File: config.mk
export PLATFORM = sky130hd
export DESIGN_NAME = phy_rx_align
export DESIGN_NICKNAME = d
export VERILOG_FILES = /design/src/rtl/phy_rx_pkg.sv /design/src/rtl/phy_rx_lane.sv /design/src/rtl/phy_rx_align.sv
export SDC_FILE = /design/constraint.sdc
export NUM_CORES = 1
export LEC_CHECK = 0
export BUFFER_PORTS_ARGS = -buffer_cell sky130_fd_sc_hd__buf_2
export CORE_UTILIZATION = 35
export DETAILED_ROUTE_END_ITERATION = 7
export PLACE_DENSITY = 0.5
export SLEW_MARGIN = 0
export SYNTH_ARGS = -nofsm -noshare
export SYNTH_HDL_FRONTEND = slang
export SYNTH_HIERARCHICAL = 1
export SYNTH_SLANG_ARGS = --single-unit
export TNS_END_PERCENT = 30
File: constraint.sdc
create_clock -name clk_32f -period 1.65 [get_ports clk_32f]
set_input_delay 0.33 -clock clk_32f [delete_from_list [all_inputs] [get_ports clk_32f]]
set_output_delay 0.33 -clock clk_32f [all_outputs]
set_load 0.05 [all_outputs]
File: src/rtl/phy_rx_pkg.sv
// ============================================================================
// Module   : phy_rx_pkg
// Purpose  : Shared types and constants for the PHY receive aligner.
//            Defines the per-lane alignment state encoding, the default
//            comma byte and the byte width.
// Ports    : none (package)
// Revision : 1.0 - initial release
// ============================================================================
`default_nettype none

package phy_rx_pkg;

  // Per-lane alignment state
  typedef enum logic [1:0] {
    SEARCH = 2'd0,
    ALIGN  = 2'd1,
    LOCKED = 2'd2
  } phy_rx_state_e;

  localparam logic [7:0] PHY_RX_COMMA_DEF = 8'hBC;
  localparam int         PHY_RX_BYTE_W    = 8;

endpackage : phy_rx_pkg

`default_nettype wire

File: src/rtl/phy_rx_lane.sv
// ============================================================================
// Module   : phy_rx_lane
// Purpose  : Single-lane serial receive aligner. Shifts in one bit per cycle,
//            hunts for the comma at any bit offset, locks after LOCK_COUNT
//            byte-aligned commas and then delivers aligned bytes with a
//            one-cycle strobe and a comma flag.
// Ports    : clk_i    - serial bit clock, all logic on posedge
//            rst_i    - synchronous active-high reset
//            data_i   - serial input bit
//            data_o   - last delivered aligned byte
//            valid_o  - one-cycle strobe per delivered byte
//            comma_o  - delivered byte equals COMMA (qualified by valid_o)
//            active_o - lane locked
// Options  : PHY_RX_TIMEOUT_EN - drop lock after TIMEOUT_BYTES consecutive
//            comma-free locked bytes
// Revision : 1.0 - initial release
// ============================================================================
`default_nettype none

module phy_rx_lane
  import phy_rx_pkg::*;
#(
  parameter logic [7:0] COMMA         = PHY_RX_COMMA_DEF,
  parameter int         LOCK_COUNT    = 4,
  parameter int         TIMEOUT_BYTES = 64
) (
  input  logic                     clk_i,
  input  logic                     rst_i,
  input  logic                     data_i,
  output logic [PHY_RX_BYTE_W-1:0] data_o,
  output logic                     valid_o,
  output logic                     comma_o,
  output logic                     active_o
);

  localparam int CNT_W = (LOCK_COUNT < 1) ? 1 : $clog2(LOCK_COUNT + 1);

  // Elaboration-time sanity check of the configuration
  if (LOCK_COUNT < 1 || TIMEOUT_BYTES < 1) begin : g_param_check
    $error("phy_rx_lane: LOCK_COUNT and TIMEOUT_BYTES must be >= 1");
  end

  // Only the seven most recent bits are kept; the eighth comes straight
  // from data_i to form the current byte window.
  logic [PHY_RX_BYTE_W-2:0] sr_q, sr_d;
  phy_rx_state_e            state_q, state_d;
  logic [2:0]               bitcnt_q, bitcnt_d;
  logic [CNT_W-1:0]         cnt_q, cnt_d;
  logic [PHY_RX_BYTE_W-1:0] data_q, data_d;
  logic                     valid_q, valid_d;
  logic                     comma_q, comma_d;
  logic                     active_q, active_d;

  logic [PHY_RX_BYTE_W-1:0] w_win;
  logic                     w_is_comma;
  logic                     w_boundary;

  assign w_win      = {sr_q, data_i};
  assign w_is_comma = (w_win == COMMA);
  assign w_boundary = (bitcnt_q == 3'd7);

`ifdef PHY_RX_TIMEOUT_EN
  localparam int                 TO_W   = $clog2(TIMEOUT_BYTES + 1);
  localparam logic [TO_W-1:0]    TO_MAX = TO_W'(TIMEOUT_BYTES);
  logic [TO_W-1:0] tocnt_q, tocnt_d;
`endif

  always_comb begin
    sr_d     = w_win[PHY_RX_BYTE_W-2:0];
    state_d  = state_q;
    bitcnt_d = bitcnt_q + 3'd1;
    cnt_d    = cnt_q;
    data_d   = data_q;
    valid_d  = 1'b0;
    comma_d  = 1'b0;
    active_d = (state_q == LOCKED);
`ifdef PHY_RX_TIMEOUT_EN
    tocnt_d  = (state_q == LOCKED) ? tocnt_q : '0;
`endif

    case (state_q)
      SEARCH: begin
        bitcnt_d = 3'd0;
        if (w_is_comma) begin
          cnt_d   = CNT_W'(1);
          state_d = (LOCK_COUNT == 1) ? LOCKED : ALIGN;
        end
      end

      ALIGN: begin
        if (w_boundary) begin
          if (w_is_comma) begin
            cnt_d = cnt_q + 1'b1;
            if (int'(cnt_q) + 1 == LOCK_COUNT) state_d = LOCKED;
          end else begin
            // Resume hunting from the very next bit
            cnt_d    = '0;
            bitcnt_d = 3'd0;
            state_d  = SEARCH;
          end
        end
      end

      LOCKED: begin
        if (w_boundary) begin
          data_d  = w_win;
          valid_d = 1'b1;
          comma_d = w_is_comma;
`ifdef PHY_RX_TIMEOUT_EN
          if (w_is_comma) begin
            tocnt_d = '0;
          end else begin
            if (tocnt_q != TO_MAX) tocnt_d = tocnt_q + 1'b1;
            // This byte is still delivered; lock is dropped on the same edge
            if (int'(tocnt_q) + 1 >= TIMEOUT_BYTES) begin
              state_d  = SEARCH;
              cnt_d    = '0;
              bitcnt_d = 3'd0;
            end
          end
`endif
        end
      end

      default: begin
        state_d  = SEARCH;
        bitcnt_d = 3'd0;
        cnt_d    = '0;
      end
    endcase
  end

  always_ff @(posedge clk_i) begin
    if (rst_i) begin
      sr_q     <= '0;
      state_q  <= SEARCH;
      bitcnt_q <= 3'd0;
      cnt_q    <= '0;
      data_q   <= '0;
      valid_q  <= 1'b0;
      comma_q  <= 1'b0;
      active_q <= 1'b0;
`ifdef PHY_RX_TIMEOUT_EN
      tocnt_q  <= '0;
`endif
    end else begin
      sr_q     <= sr_d;
      state_q  <= state_d;
      bitcnt_q <= bitcnt_d;
      cnt_q    <= cnt_d;
      data_q   <= data_d;
      valid_q  <= valid_d;
      comma_q  <= comma_d;
      active_q <= active_d;
`ifdef PHY_RX_TIMEOUT_EN
      tocnt_q  <= tocnt_d;
`endif
    end
  end

  assign data_o   = data_q;
  assign valid_o  = valid_q;
  assign comma_o  = comma_q;
  assign active_o = active_q;

endmodule : phy_rx_lane

`default_nettype wire

File: src/rtl/phy_rx_align.sv
// ============================================================================
// Module   : phy_rx_align
// Purpose  : Multi-lane PHY receive aligner. Instantiates one independent
//            phy_rx_lane per serial lane and packs the per-lane outputs.
// Ports    : clk_32f   - serial bit clock, all logic on posedge
//            reset     - synchronous active-high reset
//            data_in   - one serial bit per lane
//            data_out  - aligned bytes, lane i in [8i+7:8i]
//            valid_out - per-lane byte strobe
//            comma_out - per-lane comma flag (qualified by valid_out)
//            active    - per-lane lock indication
// Options  : PHY_RX_TIMEOUT_EN - enables loss-of-sync timeout in each lane
// Revision : 1.0 - initial release
// ============================================================================
`default_nettype none

module phy_rx_align
  import phy_rx_pkg::*;
#(
  parameter int         LANES         = 2,
  parameter logic [7:0] COMMA         = PHY_RX_COMMA_DEF,
  parameter int         LOCK_COUNT    = 4,
  parameter int         TIMEOUT_BYTES = 64
) (
  input  logic                           clk_32f,
  input  logic                           reset,
  input  logic [LANES-1:0]               data_in,
  output logic [PHY_RX_BYTE_W*LANES-1:0] data_out,
  output logic [LANES-1:0]               valid_out,
  output logic [LANES-1:0]               comma_out,
  output logic [LANES-1:0]               active
);

  for (genvar gi = 0; gi < LANES; gi++) begin : g_lane
    phy_rx_lane #(
      .COMMA         (COMMA),
      .LOCK_COUNT    (LOCK_COUNT),
      .TIMEOUT_BYTES (TIMEOUT_BYTES)
    ) u_lane (
      .clk_i    (clk_32f),
      .rst_i    (reset),
      .data_i   (data_in[gi]),
      .data_o   (data_out[gi*PHY_RX_BYTE_W +: PHY_RX_BYTE_W]),
      .valid_o  (valid_out[gi]),
      .comma_o  (comma_out[gi]),
      .active_o (active[gi])
    );
  end

endmodule : phy_rx_align

`default_nettype wire
**Yosys cells after proc, flatten, opt, wreduce, memory -nomap -nowiden**

Index checks and enable logic that the tools add are counted.

- $add $sub $neg: 6
- Equal/unequal tests: 16
- Mux-type cells: 26
- Bitwise logic cells: 4
- Reductions and logical operators: 12

Operators by type and width:

| kind | number |
|---|---|
| == test 32 x 4 -> 1 bit (second input constant) | 2 |
| 2-to-1 mux 3 bit | 10 |
| one-hot mux 3 bit (3 select lines) | 2 |
| == test 8 bit (second input constant) | 2 |
| 2-to-1 mux 2 bit | 8 |
| adder 3 x 1 -> 3 bit (second input constant) | 4 |
| one-hot mux 2 bit (3 select lines) | 2 |
| one-hot mux 3 bit (2 select lines) | 2 |
| adder 3 x 1 -> 4 bit (second input constant) | 2 |
| inequality test 2 x 1 -> 1 bit (second input constant) | 4 |
| AND reduction 4 bit | 2 |
| == test 3 bit (second input constant) | 2 |
| inequality test 3 bit (second input constant) | 2 |
| AND reduction 3 bit | 2 |
| OR reduction 3 bit | 2 |
| == test 2 x 1 -> 1 bit (second input constant) | 2 |
| == test 2 bit (second input constant) | 2 |
| zero test 2 bit | 2 |
| inverter 1 bit | 4 |
| AND reduction 2 bit | 2 |
| OR reduction 2 bit | 2 |
| 2-to-1 mux 1 bit | 2 |

- Register bits after elaboration: 52
- Input bits: 4
- Output and inout bits: 22
- Logic and storage cells: 80

**Logic depth before layout (Yosys ltp)**

Gate-level depths: netlist of the first run.

- Depth in word-level cells: 6
- Mapped depth: 7
- Depth with buffers taken out: 7

**Modules after synthesis**

Netlist of the first run, hierarchy kept.

By module, submodules not included:

| module | times used | cells each | area each (um^2) | sequential area each (um^2) |
|---|---|---|---|---|
| phy_rx_lane | 2 | 108 | 1027.2 | 520.5 |

**Worst setup path before layout of the first run**

Ideal clock, no wire load.

- Path type: in2reg
- Start point: input data_in[0]
- End point: register g_lane[0].u_lane.state_q[0]
- Setup time: 0.079 ns
- Arrival time: 1.319 ns
- Data required time: 1.571 ns
- Setup slack: 0.252 ns
- Stages: 5
- Cells stage by stage: and4bb_1 -> nand4_2 -> or2_1 -> o21a_1 -> a211oi_2

- Word-level cells in the longest chain between the ends: 4
- Elaborated cells on any way between the ends: 7
- Those cells by class: eq/ne: 3; mux: 3; reduce/logical: 1

Ends and longest elaborated chain:

| item | line | source |
|---|---|---|
| start: declaration | phy_rx_align.sv:27 | `input logic [LANES-1:0] data_in,` |
| == test 8 bit (*) | phy_rx_lane.sv:59 | `assign w_is_comma = (w_win == COMMA);` |
| 2-to-1 mux 2 bit | phy_rx_lane.sv:92 | `if (w_is_comma) begin` |
| 2-to-1 mux 2 bit | phy_rx_lane.sv:91 | `if (w_boundary) begin` |
| one-hot mux 2 bit (3 select lines) | phy_rx_lane.sv:81 | `case (state_q)` |
| end signal: assignment | phy_rx_lane.sv:148 | `state_q <= state_d;` |
| end: declaration | phy_rx_lane.sv:46 | `phy_rx_state_e state_q, state_d;` |

Mark *: on every way between the ends. The rest lies on a longest branch, timed or not. The select of a mux whose other input is x is not followed.
A chain may end at the register's enable or synchronous reset.

**Worst setup path after layout of the first run**

- Start point: register g_lane[0].u_lane.sr_q[0]
- End point: register g_lane[0].u_lane.state_q[0]

- Word-level cells in the longest chain between the ends: 4
- Elaborated cells on any way between the ends: 7
- Those cells by class: eq/ne: 3; mux: 3; reduce/logical: 1

Ends and longest elaborated chain:

| item | line | source |
|---|---|---|
| start: declaration | phy_rx_lane.sv:45 | `logic [PHY_RX_BYTE_W-2:0] sr_q, sr_d;` |
| start signal: assignment | phy_rx_lane.sv:147 | `sr_q <= sr_d;` |
| == test 8 bit (*) | phy_rx_lane.sv:59 |  |
| 2-to-1 mux 2 bit | phy_rx_lane.sv:92 |  |
| 2-to-1 mux 2 bit | phy_rx_lane.sv:91 |  |
| one-hot mux 2 bit (3 select lines) | phy_rx_lane.sv:81 |  |

Marks and branches as above.

==> results of run 1 <==
[layout by cell type, fill, tap and decap left out, types with 4 or more instances in the layout]
cell type	count
ha_1	14
inv_1	8
nand2_1	20
dfxtp_1	51
and2_1	6
o211a_1	4
o21ai_0	4
nand3_1	18
nand2b_1	4
buf_4	9
a21oi_1	24
clkbuf_8	5
nor2_1	6
buf_2	25
nor2b_1	30
[power breakdown]
part           total (W)  switching [W]  internal [W]
Clock            0.00104       0.000432      0.000610
Combinational  0.0000331      0.0000211     0.0000120
Sequential       0.00127     0.00000514       0.00126
[per-stage QoR]
| step | hold slack [ns] | instances | total power [W] | area (um^2) |
|---|---|---|---|---|
| 2_1_floorplan | 0.398 | 216 | 0.00132 | 2050 |
| 3_3_place_gp | 0.415 | 314 | 0.00133 | 2310 |
| 3_5_place_dp | 0.410 | 314 | 0.00133 | 2310 |
| 4_1_cts | 0.247 | 322 | 0.00238 | 2440 |
| 5_1_grt | 0.258 | 322 | 0.00243 | 2460 |
| 6_report | 0.252 | 322 | 0.00234 | 2460 |
[worst min path at each step]
| stage | start | cells after the start | end | slack, ns |
|---|---|---|---|---|
| floorplan | g_lane[0].u_lane/bitcnt_q[0] | 1 | g_lane[0].u_lane/bitcnt_q[0] | 0.40 |
| global placement | g_lane[0].u_lane/bitcnt_q[0] | 1 | g_lane[0].u_lane/bitcnt_q[0] | 0.41 |
| detailed placement | g_lane[0].u_lane/bitcnt_q[0] | 1 | g_lane[0].u_lane/bitcnt_q[0] | 0.41 |
| CTS | data_in[0] | 2 | g_lane[0].u_lane/sr_q[0] | 0.25 |
| global route | data_in[1] | 2 | g_lane[1].u_lane/sr_q[0] | 0.26 |
| finish | data_in[1] | 2 | g_lane[1].u_lane/sr_q[0] | 0.25 |
[kinds of logic after synthesis]
kind of cell             Yosys count  synth area share (%)
AND/OR/NAND/NOR                   90                  24.4
buffers and inverters             16                  2.92
flip-flops                        52                  50.7
AO/OA/AOI/OAI                     44                  13.5
adder cells (fa/ha/maj)           14                  8.53
[worst register-to-register path: cells and delay by family, from the launching register on]
family           cells  cell delay, ns
AND/OR/NAND/NOR      3            0.75
AO/OA/AOI/OAI        2            0.37
flip-flops           1            0.33
[sequential cells by signal (all words and copies together) (netlist names)]
name                    flops
g_lane.u_lane/valid_o       2
g_lane.u_lane/bitcnt_q      6
g_lane.u_lane/data_o       16
g_lane.u_lane/active_o      2
g_lane.u_lane/cnt_q         6
g_lane.u_lane/state_q       4
g_lane.u_lane/sr_q         14
g_lane.u_lane/comma_o       2
[what timing repair did]
action / CTS / global route
gates resized for setup: 0 / 3
hold buffers: 0 / 0
endpoints found under the setup margin: 0 / 2
[routing by layer]
layer | track usage [%] | up-vias | wire length, um
li1 | - | 791 | -
met3 | 3.49 | 8 | 132
met2 | 19.0 | 22 | 1670
met4 | 6.11 | 0 | 64
met1 | 16.6 | 669 | 1740
met5 | 0 | - | 0
[area by class of cell]
class,instances,area (um^2)
Inverter,8,30.0
Clock buffer,5,68.8
Tap cell,72,90.1
Sequential cell,52,1040
Clock inverter,3,68.8
Multi-Input combinational cell,148,968
Fill cell,555,3110
Timing Repair Buffer,34,193
==> summary.md, run 1 <==
| Metric | Value |
|---|---|
| Post-synth top area cell | dfxtp_1 |
| Register bit total from synthesis | 52 |
| Count leader, synth | dfxtp_1 |
| Max H-tree Level | 2 |
| Worst Clk Skew | approximately 0.0077 ns |
| EDFF count, synth | 0 |
| Setup crit start kind | register |
| Crit path buffers/inverters | 0 |
| Initial DRC Count | 35 |
| CP Max Fanout | 5 |
| Min setup slack post-route | 0.120 ns |
| Detailed Place HPWL | 2.59 mm |
| DRT Pass-1 Iters | 4 |
| Normalized max-slew margin | between 80% and 90% |
| Antenna Nets Post-Route | 0 |
| Gr usage total | 12.7% |
| HP Class | in2reg |
| Post-route minimum period | around 1.5 ns |
| Vias in the first global route | approximately 1300 |
| Status | finished clean |
| Largest net degree at the start of global routing | 26 |
| Worst skew pair latency | 0.31 ns |
| Slowest-stage cell, CP | dfxtp_1 |
| Total inserted antenna cells | 0 |
| Nets | roughly 270 |
| Final setup vio count | 0 |
| Syn avg cell area | approximately 9.5 um^2 |
| Worst slew pin tran | 0.268 ns |
| Routed WL | 3.60 mm |
| Post-synth top cells | 52 x dfxtp_1, 30 x nor2b_1, 24 x a21oi_1 |
| Peak VDD IR | 0.511 mV |
| Crit Path Class | reg2reg |
| # rows | 27 |
| Worst path arrival time | 1.76 ns |
| CTS sink count | 52 |
| Synth top area cells | dfxtp_1 51%, nor2b_1 9.1%, ha_1 8.5%, a21oi_1 5.8%, nand3_1 4.4% |
| Via-to-Cell Ratio | 4.63 |
| Final design utilization | 44.2% |
| Setup TNS | 0 ns |
| CP startpoint | g_lane[0].u_lane/sr_q[0] |
| Yosys cell types | 22 |
| Core Footprint | 5570 um^2 |
| WL/cell | 11.2 um |
| Cell depth of the worst setup path | 5 |
| Share of layout cells above drive strength 1 | between 15 and 20% |
| Drc violations | 0 |
| CTS Buffer Depth | 2 |
| Port Buf Inserts | 25 |
| CP delay by family, top | simple AND/OR/NAND/NOR gates |
| Seq/Total Area, Yosys | 50.7% |
| Static Leak | 1.09 nW |
| Gp weighted congestion | 0.770 |
| Max-cap viol count | 0 |
| Horiz. Die Dim | about 80 um |
| RR Endpoint | g_lane[0].u_lane/state_q[0] |
| Place WS | about 0.04 ns |
| Mapped Area | approximately 2100 um^2 |
| CTS tree | yes |
| Setup crit end | g_lane[0].u_lane/state_q[0] |
| Pwr Density | 952 nW/um^2 |
| Die height | 78.6 um |
| Final hold vios | 0 |
| Cells after Synth | around 220 |
| Setup crit end kind | register |
| Top cell type's share of synthesized area | 50.7% |
| CP cell instances | and4bb_1 -> nand4_2 -> or2_1 -> o21a_1 -> a211oi_2 |
| First-pass GRT wire length | 6.07 mm |
| Max Fclk | 654 MHz |
| Syn nets | 234 |
| FF-to-FF path depth | 5 |
| Final Slew Violations | 0 |
| Root buf cell | clkbuf_8 |
| Die ar. | 6180 um^2 |
| Detailed-route via count | 1490 |
| Post-synthesis async set-or-reset flop share | 0% |
| Area Growth Syn to Fin | 19.8% |
| Fin crit share | 92.7% |
| RSZ-0062 raised after global routing | false |
| Slowest stage delay, CP | about 0.33 ns |
| Clk pin slew, worst setup/hold paths | 0.10 ns |
| Top FF cell, synth | dfxtp_1 |
| Top Ports | 26 |
| Initial antenna violation count | 0 |
| Initial core utilization | 36.9% |
| R2R Path Start | g_lane[0].u_lane/sr_q[0] |
| Flop-to-flop setup slack | about 0.12 ns |
| Synth warnings | 6 |
| Required time worst endpoint | about 1.9 ns |
| Setup bufs post-CTS | 0 |
| CTS Buf Count | 5 |
| Overflow after GRT | 0 |
Note: power is estimated with default switching activity, not from simulation.
==> inputs of run 2 (changes only) <==
--- a/config.mk
+++ b/config.mk
@@ -12,6 +12,5 @@
 export SLEW_MARGIN = 0
 export SYNTH_ARGS = -nofsm -noshare
 export SYNTH_HDL_FRONTEND = slang
-export SYNTH_HIERARCHICAL = 1
 export SYNTH_SLANG_ARGS = --single-unit
 export TNS_END_PERCENT = 30
==> summary.md, run 2 <==
| Metric | Value |
|---|---|
| Top FF cell, synth | dfxtp_1 |
| Detailed-route via count | 1551 (+4.1%) |
| Met2 WL | 1.80 mm (+8.0%) |
| Gr usage total | 13.4% (+0.71 points) |
| Worst slew pin tran | 0.334 ns (+0.0656 ns) |
| CP Max Fanout | 5 (unchanged) |
| Normalized max-slew margin | 77.6% (-4.5 points) |
| WL/cell | 11.7 um (+4.7%) |
| Drc violations | 0 (unchanged) |
| Final hold vios | 0 (unchanged) |
| Die height | 79.8 um (+1.5%) |
| Seq/Total Area, Yosys | 49.1% (-1.5 points) |
| Max-cap viol count | 0 (unchanged) |
| Mapped Area | 2120 um^2 (+3.1%) |
| Sequential Power Share | 57.3% (+3.2 points) |
| RR Endpoint | g_lane[0].u_lane.state_q[1] |
| Cells after Synth | 224 (+3.7%) |
| Net Switching | 0.000472 W (+3.0%) |
| Horiz. Die Dim | 79.8 um (+1.5%) |
| Worst skew pair latency | 0.30 ns (about the same) |
| Largest net degree at the start of global routing | 22 (-15%) |
| Top sig layer | met4 |
| Synth warnings | 0 (-6) |
| Port Buf Inserts | 25 (unchanged) |
| WL met3 | 97 um (-27%) |
| Register bit total from synthesis | 52 (unchanged) |
| Post-synth top cells | 52 x dfxtp_1, 26 x nand2_1, 22 x a21oi_1 |
| Worst path arrival time | 1.76 ns (about the same) |
| Setup TNS | 0 ns (unchanged) |
| Max Fclk | 649 MHz (-0.77%) |
| Final design utilization | 44.3% (+0.14 points) |
| Combinational share of power | 4.2% (+2.8 points) |
| Post-route minimum period | 1.54 ns (+0.0119 ns) |
| First-pass GRT wire length | 6.58 mm (+8.4%) |
| Worst hold path depth | 2 (unchanged) |
| CTS tree | yes |
| Vias in the first global route | 1456 (+10%) |
| Initial DRC Count | 57 (+63%) |
| Yosys cell types | 37 (+68%) |
| Hold path endpoint | g_lane[0].u_lane.sr_q[0] |
| Required time worst endpoint | 1.87 ns (about the same) |
| Antenna Nets Post-Route | 0 (unchanged) |
| CTS Buffer Depth | 2 (unchanged) |
| CTS sink count | 52 (unchanged) |
| Synth top area cells | dfxtp_1 49%, ha_1 8.9%, nor2b_1 5.6%, a21oi_1 5.2%, nand2_1 4.6% |
| Overflow after GRT | 0 (unchanged) |
| FF-to-FF path depth | 7 (+2) |
| Core Footprint | 5680 um^2 (+1.8%) |
| Die ar. | 6370 um^2 (+3.0%) |
| Post-route cell area | 2510 um^2 (+2.1%) |
| Power share of the clock group | 38.5% (-6.0 points) |
| Net Sw Frac | 21.1% (+1.6 points) |
| Top cell type's share of synthesized area | 49.1% (-1.5 points) |
| Final Slew Violations | 0 (unchanged) |
| Max H-tree Level | 2 (unchanged) |
| DRT Pass-1 Iters | 4 (unchanged) |
| Root buf cell | clkbuf_8 |
| Int Power | 0.00176 W (-6.6%) |
| Final setup vio count | 0 (unchanged) |
| Worst Clk Skew | 0.00482 ns (-0.00291 ns) |
| # rows | 27 (unchanged) |
| Syn nets | 243 (+3.8%) |
| Most common cell after layout, fill and taps aside | dfxtp_1 |
| HP Class | in2reg |
| Syn avg cell area | 9.46 um^2 (-0.58%) |
| Peak VDD IR | 0.531 mV (+3.9%) |
| Share of layout cells above drive strength 1 | 22.9% (+3.3 points) |
| Clk pin slew, worst setup/hold paths | 0.09 ns (about the same) |
| Setup crit start kind | register |
| Count leader, synth | dfxtp_1 |
| Detailed Place HPWL | 2.84 mm (+9.7%) |
| Crit Path Class | reg2reg |
| Worst hold margin | 0.268 ns (+0.0161 ns) |
| Hold_sp | data_in[0] |
| Nets | 276 (+3.4%) |
| Routed WL | 3.86 mm (+7.3%) |
| Post-synth top area cell | dfxtp_1 |
| Max reg flops | 16 (unchanged) |
| Gp weighted congestion | 0.750 (-2.6%) |
| DP Area | 2380 um^2 (+3.0%) |
| Static Leak | 1.09 nW (+0.71%) |
| Area Growth Syn to Fin | 18.7% |
| Initial core utilization | 37.3% (+0.47 points) |
| Setup crit end kind | register |
| CTS Buf Count | 5 (unchanged) |
| Status | finished clean |
| Via-to-Cell Ratio | 4.70 (+1.6%) |
| R2R Path Start | g_lane[0].u_lane.bitcnt_q[0] |
| Top Ports | 26 (unchanged) |
| Initial antenna violation count | 0 (unchanged) |
| Total inserted antenna cells | 0 (unchanged) |
| Post-synthesis async set-or-reset flop share | 0% (unchanged) |
| Fin crit share | 93.4% (+0.72 points) |
| EDFF count, synth | 0 (unchanged) |
| Most frequent cells in the layout | 51 x dfxtp_1, 25 x nand2_1, 25 x buf_2 |
| Met1 wire length | 1.92 mm (+11%) |
| Pwr Density | 888 nW/um^2 (-6.7%) |
| Flop-to-flop setup slack | 0.11 ns (about the same) |
-- run 2: cell count changes after synthesis, sizes merged, moves of 4 or more --
cell and change:
nor2b -11, buf +10, nand2 +6, and2 -4
inv +4
-- run 2: power groups by stage --
stage / combinational [W] / clock (W) / sequential (W)
after floorplan: 0.0000552 / 0 / 0.00130
after global placement: 0.0000891 / 0 / 0.00131
after detailed placement: 0.0000891 / 0 / 0.00131
after CTS: 0.0000894 / 0.000892 / 0.00128
after global routing: 0.000105 / 0.000949 / 0.00128
final: 0.0000938 / 0.000858 / 0.00128
-- run 2: stage by stage --
| step | instances | total power (W) | setup slack (ns) |
|---|---|---|---|
| finish | 330 | 0.00223 | 0.109 |
| floorplan | 224 | 0.00136 | 0.0240 |
| global placement | 322 | 0.00140 | 0.0627 |
| CTS | 330 | 0.00226 | 0.0211 |
| global route | 330 | 0.00234 | -0.00727 |
| detailed placement | 322 | 0.00140 | 0.0316 |
-- run 2: cells by family after synthesis --
logic type	after synthesis	synth area share [%]
and+or+nand+nor	80	21.0
DFF	52	49.1
buffers and inverters	29	6.50
muxes	1	0.473
AOI/OAI and AO/OA	47	14.0
adders and majority gates	15	8.86
-- run 2: metal layers --
| metal | track usage, % | up-vias |
|---|---|---|
| met4 | 4.82 | 0 |
| li1 | - | 824 |
| met2 | 21.4 | 17 |
| met1 | 17.2 | 705 |
| met5 | 0 | - |
| met3 | 3.54 | 5 |
-- run 2: worst max-delay path by stage --
stage | start | end | slack, ns
CTS | g_lane[0].u_lane.bitcnt_q[0] | g_lane[0].u_lane.state_q[1] | 0.02
detailed placement | data_in[0] | g_lane[0].u_lane.state_q[1] | 0.03
global placement | data_in[0] | g_lane[0].u_lane.state_q[1] | 0.06
finish | g_lane[0].u_lane.bitcnt_q[0] | g_lane[0].u_lane.state_q[1] | 0.11
floorplan | g_lane[1].u_lane.bitcnt_q[0] | g_lane[1].u_lane.cnt_q[2] | 0.02
global route | g_lane[0].u_lane.state_q[0] | g_lane[0].u_lane.data_o[2] | -0.007
-- run 2: worst max-delay path: stages, from the launching register on --
cell      delay, ns
dfxtp_1        0.35
ha_1           0.15
ha_1           0.18
inv_1          0.08
a21oi_4        0.18
o21a_1         0.19
nand3_1        0.11
a221oi_2       0.22
-- run 2: cell type report --
| class | count | area, um^2 |
|---|---|---|
| tap | 72 | 90.1 |
| sequential | 52 | 1040 |
| fill | 582 | 3160 |
| clock inverter | 2 | 35.0 |
| inverter | 13 | 48.8 |
| clock buffer | 6 | 72.6 |
| timing repair buffer | 42 | 253 |
| multi-input combinational | 143 | 972 |
-- run 2: repair_timing --
action | CTS | global route
buffers inserted | 0 | 0
gates resized for setup | 0 | 7
setup endpoints to repair | 0 | 5
hold buffers | 0 | 0
